### src/rtl/hex_syscall_unit.sv
// hex_syscall_unit: services OPR/SVC supervisor calls from the hex processor.
// One request is outstanding at a time. WRITE sends a byte on the TX channel,
// READ fetches a byte from the RX channel (with optional EOF timeout), and an
// illegal code sets a sticky error flag. Each of these returns one response word.
// EXIT latches its operand and parks the unit until reset.
module hex_syscall_unit #(
   parameter int unsigned DATA_WIDTH   = 32,
   parameter int unsigned STREAM_WIDTH = 8,
   parameter int unsigned RX_TIMEOUT   = 0
) (
   input  logic                    i_clk,
   input  logic                    i_rst_n,
   input  logic                    i_req_valid,
   output logic                    o_req_ready,
   input  logic [1:0]              i_req_call,
   input  logic [STREAM_WIDTH-1:0] i_req_stream,
   input  logic [DATA_WIDTH-1:0]   i_req_data,
   output logic                    o_rsp_valid,
   input  logic                    i_rsp_ready,
   output logic [DATA_WIDTH-1:0]   o_rsp_data,
   output logic                    o_tx_valid,
   input  logic                    i_tx_ready,
   output logic [7:0]              o_tx_data,
   output logic [STREAM_WIDTH-1:0] o_tx_stream,
   input  logic                    i_rx_valid,
   output logic                    o_rx_ready,
   input  logic [7:0]              i_rx_data,
   output logic [STREAM_WIDTH-1:0] o_rx_stream,
   output logic                    o_exit,
   output logic [DATA_WIDTH-1:0]   o_exit_code,
   output logic                    o_error
);

   // Counter only needs to reach RX_TIMEOUT-1; keep at least one bit so the
   // RX_TIMEOUT=0 (wait forever) build still elaborates cleanly.
   localparam int CNT_W = (RX_TIMEOUT > 1) ? $clog2(RX_TIMEOUT) : 1;
   localparam logic [CNT_W-1:0] TIMEOUT_LAST =
      CNT_W'((RX_TIMEOUT > 0) ? (RX_TIMEOUT - 1) : 0);

   typedef enum logic [2:0] {
      IDLE,
      TX,
      RX,
      RSP,
      HALT
   } state_t;

   state_t                  state_q,     state_d;
   logic [STREAM_WIDTH-1:0] stream_q,    stream_d;
   logic [DATA_WIDTH-1:0]   data_q,      data_d;
   logic [DATA_WIDTH-1:0]   rsp_data_q,  rsp_data_d;
   logic                    exit_q,      exit_d;
   logic [DATA_WIDTH-1:0]   exit_code_q, exit_code_d;
   logic                    error_q,     error_d;
   logic [CNT_W-1:0]        rx_cnt_q,    rx_cnt_d;

   // Next-state logic: request decode, channel handshakes, RX timeout and response hand-off.
   always_comb begin
      state_d     = state_q;
      stream_d    = stream_q;
      data_d      = data_q;
      rsp_data_d  = rsp_data_q;
      exit_d      = exit_q;
      exit_code_d = exit_code_q;
      error_d     = error_q;
      rx_cnt_d    = rx_cnt_q;

      case (state_q)
         IDLE: begin
            if (i_req_valid) begin
               stream_d = i_req_stream;
               data_d   = i_req_data;
               rx_cnt_d = '0;
               case (i_req_call)
                  2'd0: begin
                     state_d     = HALT;
                     exit_d      = 1'b1;
                     exit_code_d = i_req_data;
                  end
                  2'd1:    state_d = TX;
                  2'd2:    state_d = RX;
                  default: begin
                     state_d    = RSP;
                     rsp_data_d = '0;
                     error_d    = 1'b1;
                  end
               endcase
            end
         end
         TX: begin
            if (i_tx_ready) begin
               state_d    = RSP;
               rsp_data_d = '0;
            end
         end
         RX: begin
            if (i_rx_valid) begin
               state_d    = RSP;
               rsp_data_d = DATA_WIDTH'(i_rx_data);
            end else if ((RX_TIMEOUT > 0) && (rx_cnt_q == TIMEOUT_LAST)) begin
               state_d    = RSP;
               rsp_data_d = '1;
            end else if (RX_TIMEOUT > 0) begin
               rx_cnt_d = rx_cnt_q + CNT_W'(1);
            end
         end
         RSP: begin
            if (i_rsp_ready) begin
               state_d = IDLE;
            end
         end
         HALT: begin
            state_d = HALT;
         end
         default: begin
            state_d = IDLE;
         end
      endcase
   end

   // State and datapath registers; reset drops any in-flight request silently.
   always_ff @(posedge i_clk or negedge i_rst_n) begin
      if (!i_rst_n) begin
         state_q     <= IDLE;
         stream_q    <= '0;
         data_q      <= '0;
         rsp_data_q  <= '0;
         exit_q      <= 1'b0;
         exit_code_q <= '0;
         error_q     <= 1'b0;
         rx_cnt_q    <= '0;
      end else begin
         state_q     <= state_d;
         stream_q    <= stream_d;
         data_q      <= data_d;
         rsp_data_q  <= rsp_data_d;
         exit_q      <= exit_d;
         exit_code_q <= exit_code_d;
         error_q     <= error_d;
         rx_cnt_q    <= rx_cnt_d;
      end
   end

   // Outputs decode from the registered state; ready is also masked by reset
   // so the processor never sees an accept while the unit is held in reset.
   always_comb begin
      o_req_ready = (state_q == IDLE) && i_rst_n;
      o_tx_valid  = (state_q == TX);
      o_tx_data   = (state_q == TX) ? data_q[7:0] : 8'h00;
      o_tx_stream = (state_q == TX) ? stream_q : '0;
      o_rx_ready  = (state_q == RX);
      o_rx_stream = (state_q == RX) ? stream_q : '0;
      o_rsp_valid = (state_q == RSP);
      o_rsp_data  = rsp_data_q;
      o_exit      = exit_q;
      o_exit_code = exit_code_q;
      o_error     = error_q;
   end

endmodule

### config.mk
export PLATFORM = sky130hd
export DESIGN_NAME = hex_syscall_unit
export DESIGN_NICKNAME = d
export VERILOG_FILES = /design/src/rtl/hex_syscall_unit.sv
export SDC_FILE = /design/constraint.sdc
export NUM_CORES = 1
export LEC_CHECK = 0
export CORE_MARGIN = 10
export CORE_UTILIZATION = 39
export DETAILED_ROUTE_END_ITERATION = 8
export GPL_TIMING_DRIVEN = 0
export PLACE_DENSITY = 0.89
export SYNTH_ARGS = -nofsm -noshare
export SYNTH_HDL_FRONTEND = slang
export SYNTH_SLANG_ARGS = --single-unit
export TNS_END_PERCENT = 100
### constraint.sdc
create_clock -name i_clk -period 2.08 [get_ports i_clk]
set_input_delay 0.624 -clock i_clk [delete_from_list [all_inputs] [get_ports i_clk]]
set_output_delay 0.624 -clock i_clk [all_outputs]
set_load 0.01 [all_outputs]
==> impl_metrics.py <==
metrics = {
    "global_route": {
        "grt_overflow": 0,
        "grt_max_degree": 25,
        "grt_use_total_pct": 15.1,
        "antenna_found_initial": 0,
        "grt_pass1_vias": 2381,
        "grt_pass1_wl_um": 13300,
    },
    "synthesis": {
        "synth.top_cells.by_count": "dfrtp_1 (61), mux2_2 (48), and2_1 (26), buf_4 (25), nand2_1 (11)",
        "synth_edf_count": 0,
        "ys_seq_area_share_pct": 54.5,
        "ys_async_sr_fraction_pct": 100,
        "synthMostInstantiatedCell": "dfrtp_1",
        "syn_avg_cell_area_um2": 13.0,
        "synthFlopType": "dfrtp_1",
        "ys_ff_latch": 61,
        "ys_types": 26,
        "syn_area_um2": 2800,
        "synthCells": 216,
        "synth_top_area_cell": "dfrtp_1",
        "synthTopCellsByArea": "dfrtp_1 (54%), mux2_2 (19%), buf_4 (6.7%), and2_1 (5.8%), mux2i_1 (2.9%)",
        "yosys_warnings": 0,
        "yosysTopAreaCellShare_pct": 54.5,
    },
    "timing": {
        "fin_skew_ns": 0.00654,
        "holdWs_ns": 0.145,
        "layout_min_cycle_time_ns": 2.27,
        "slew_viol_final": 0,
        "setup_tns_ns": -3.58,
        "hold_violations": 0,
        "setup_viol": 25,
        "fmax_mhz": 440,
        "rsz0062_at_grt": "yes",
        "post-route-period-util_pct": 109,
        "worst_slack_ns": -0.192,
    },
    "floorplanning": {
        "fp.dieArea_um2": 11000,
        "die_h_um": 105,
        "die_x_um": 105,
        "fp-row-count": 30,
        "initial_core_util_pct": 40.6,
        "boundaryPins": 150,
        "core-area_um2": 6910,
    },
    "critical_path": {
        "critical-path-top-delay-family": "buffers and inverters",
        "max_stage_delay_ns": 0.38,
        "required_ns": 1.46,
        "critPathMostFrequentCell": "buf_6",
        "crit_type": "reg2out",
        "cpMaxStageDelayCell": "dfrtp_1",
        "start_kind": "flip-flop",
        "critPathArrivalTime_ns": 1.65,
        "crit_path_cell_trace": "buf_6, nor3b_4, buf_6, buf_6, and2_4, buf_6",
        "r2r_start": "state_q[2]$_DFFE_PN0P_",
        "critical_path.max_fanout": 6,
        "critical_path_buf_inv_count": 4,
        "worst_setup_path_end_kind": "primary output",
        "startpoint": "state_q[2]$_DFFE_PN0P_",
    },
    "job": {
        "drv_cap": 0,
    },
    "detailed_routing": {
        "wl_per_cell_um": 17.3,
        "wirelength_um": 8610,
        "drc": 0,
        "first_pass_iters": 4,
        "viasPerCell": 4.36,
        "num_vias": 2172,
        "ant_nets": 0,
        "drt_iter0_markers": 21,
    },
    "clock_network": {
        "clockRootBuffer": "clkbuf_8",
        "numCtsBuffers": 9,
        "cts_tree": "done",
        "h-tree-depth": 3,
        "cts.sinks": 61,
        "worstSkewPairLatency_ns": 0.33,
        "cts.clk_slew.worst_paths_ns": 0.07,
        "cts.hold.buffers_added": 0,
        "ctsLongestPathBuffers": 2,
    },
    "final_layout": {
        "area_delta_synth_final_pct": 71.7,
        "num-fill-cells": 517,
        "antennaDiodeCount": 0,
        "nets": 453,
        "drive_gt1_share_pct": 43.5,
    },
    "power": {
        "clkPwrFrac_pct": 19.4,
        "pwr-share-seq_pct": 30.7,
        "p_sw_uw": 2000,
        "p_per_area_nw_per_um2": 1370,
        "p_int_uw": 4580,
        "ir_drop_uv": 712,
        "fin_total_pwr_uw": 6580,
        "p_comb_share_pct": 49.9,
        "switching_share_pct": 30.4,
        "p_leak_uw": 0.00225,
    },
    "status": {
        "status": "complete, but fails checks",
        "violations": "setup timing",
    },
    "place": {
        "dp_hpwl_um": 6190,
        "io_buffers": 125,
        "post-place-ws_ns": -0.988,
        "place_congestion": 0.775,
    },
    "min_path": {
        "hp-class": "in2async",
    },
}
[power by group through the flow]
stage                     Combinational [uW]  Sequential, uW  Clock, uW
after floorplan                         1170            2130          0
after global placement                  2730            1980          0
after detailed placement                2800            2010          0
after CTS                               3020            2010       1310
after global routing                    3510            2080       1360
final                                   3280            2020       1280
[layout by cell type, fill, tap and decap left out, drive strengths merged]
cell / count
clkdlybuf4s50: 96
buf: 82
dfrtp: 61
mux2: 48
and2: 26
conb: 24
clkbuf: 14
nand2: 11
inv: 8
mux2i: 8
bufinv: 3
nor3b: 3
a211oi: 2
a21oi: 2
nor3: 2
nand2b: 2
and3b: 1
nor2b: 1
a311oi: 1
a2111oi: 1
a31o: 1
o21ai: 1
or3: 1
nor2: 1
clkinv: 1
bufbuf: 1
[per-layer routing]
layer	wire length, um	global-route usage (%)	vias up
met4	182	5.59	0
met5	0	0	-
met3	919	7.92	16
li1	-	-	1028
met2	4330	25.5	94
met1	3180	15.7	1034
[cell families after synthesis]
kind of cell           Yosys count  share of synthesized area (%)
and+or+nand+nor                 48                           10.4
muxes                           56                           22.1
other                            1                          0.134
DFF                             61                           54.5
AOI/OAI and AO/OA                8                           3.30
buffers and inverters           42                           9.55
[path summary, 6_finish.rpt]
kind,to,slack [ns],cells past startpoint
worst max-delay path,o_tx_stream[6],-0.19,6
worst min-delay path,o_exit_code[31]$_DFFE_PN0P_,0.15,1
worst max register to register,data_q[3]$_DFFE_PN0P_,0.18,7
worst min register to register,o_exit$_DFFE_PN0P_,0.47,1
max in group asynchronous,stream_q[5]$_DFFE_PN0P_,1.39,2
min in group i_clk,o_exit$_DFFE_PN0P_,0.47,1
[what timing repair did]
action                     in CTS  in global routing
gates cloned                    2                  0
buffers inserted               16                  4
pin swaps                      12                  4
setup endpoints to repair      29                 59
resized for setup             140                 35
[per-stage QoR]
stage	instances	util [%]	area (um^2)
2_1_floorplan	239	-	2890
3_5_place_dp	461	61.9	4280
5_1_grt	498	69.7	4810
4_1_cts	494	67.4	4660
3_3_place_gp	460	61.7	4260
6_report	498	69.7	4810
[final cells by class]
cell class | count | area [um^2] | share of cell area, %
sequential | 61 | 1530 | 31.7
clock buffer | 12 | 145 | 3.02
tap | 96 | 120 | 2.50
multi-input combinational | 136 | 1170 | 24.3
timing repair buffer | 147 | 1460 | 30.3
clock inverter | 4 | 95.1 | 1.98
inverter | 8 | 30.0 | 0.624
buffer | 34 | 269 | 5.59
[flip-flops by register name, summed over array words and instances, names as in the netlist]
name / cells
stream_q: 8
data_q: 8
o_exit_code: 32
state_q: 3
o_rsp_data: 8
o_exit: 1
o_error: 1
[worst register-to-register path, stage by stage (launching register included)]
cell and delay, ns:
dfrtp_1 0.38, buf_6 0.14, buf_4 0.15, nor3_4 0.16
and2_1 0.15, buf_2 0.22, buf_4 0.24, mux2_2 0.36
No activity file was read; power rests on OpenSTA's default activity.
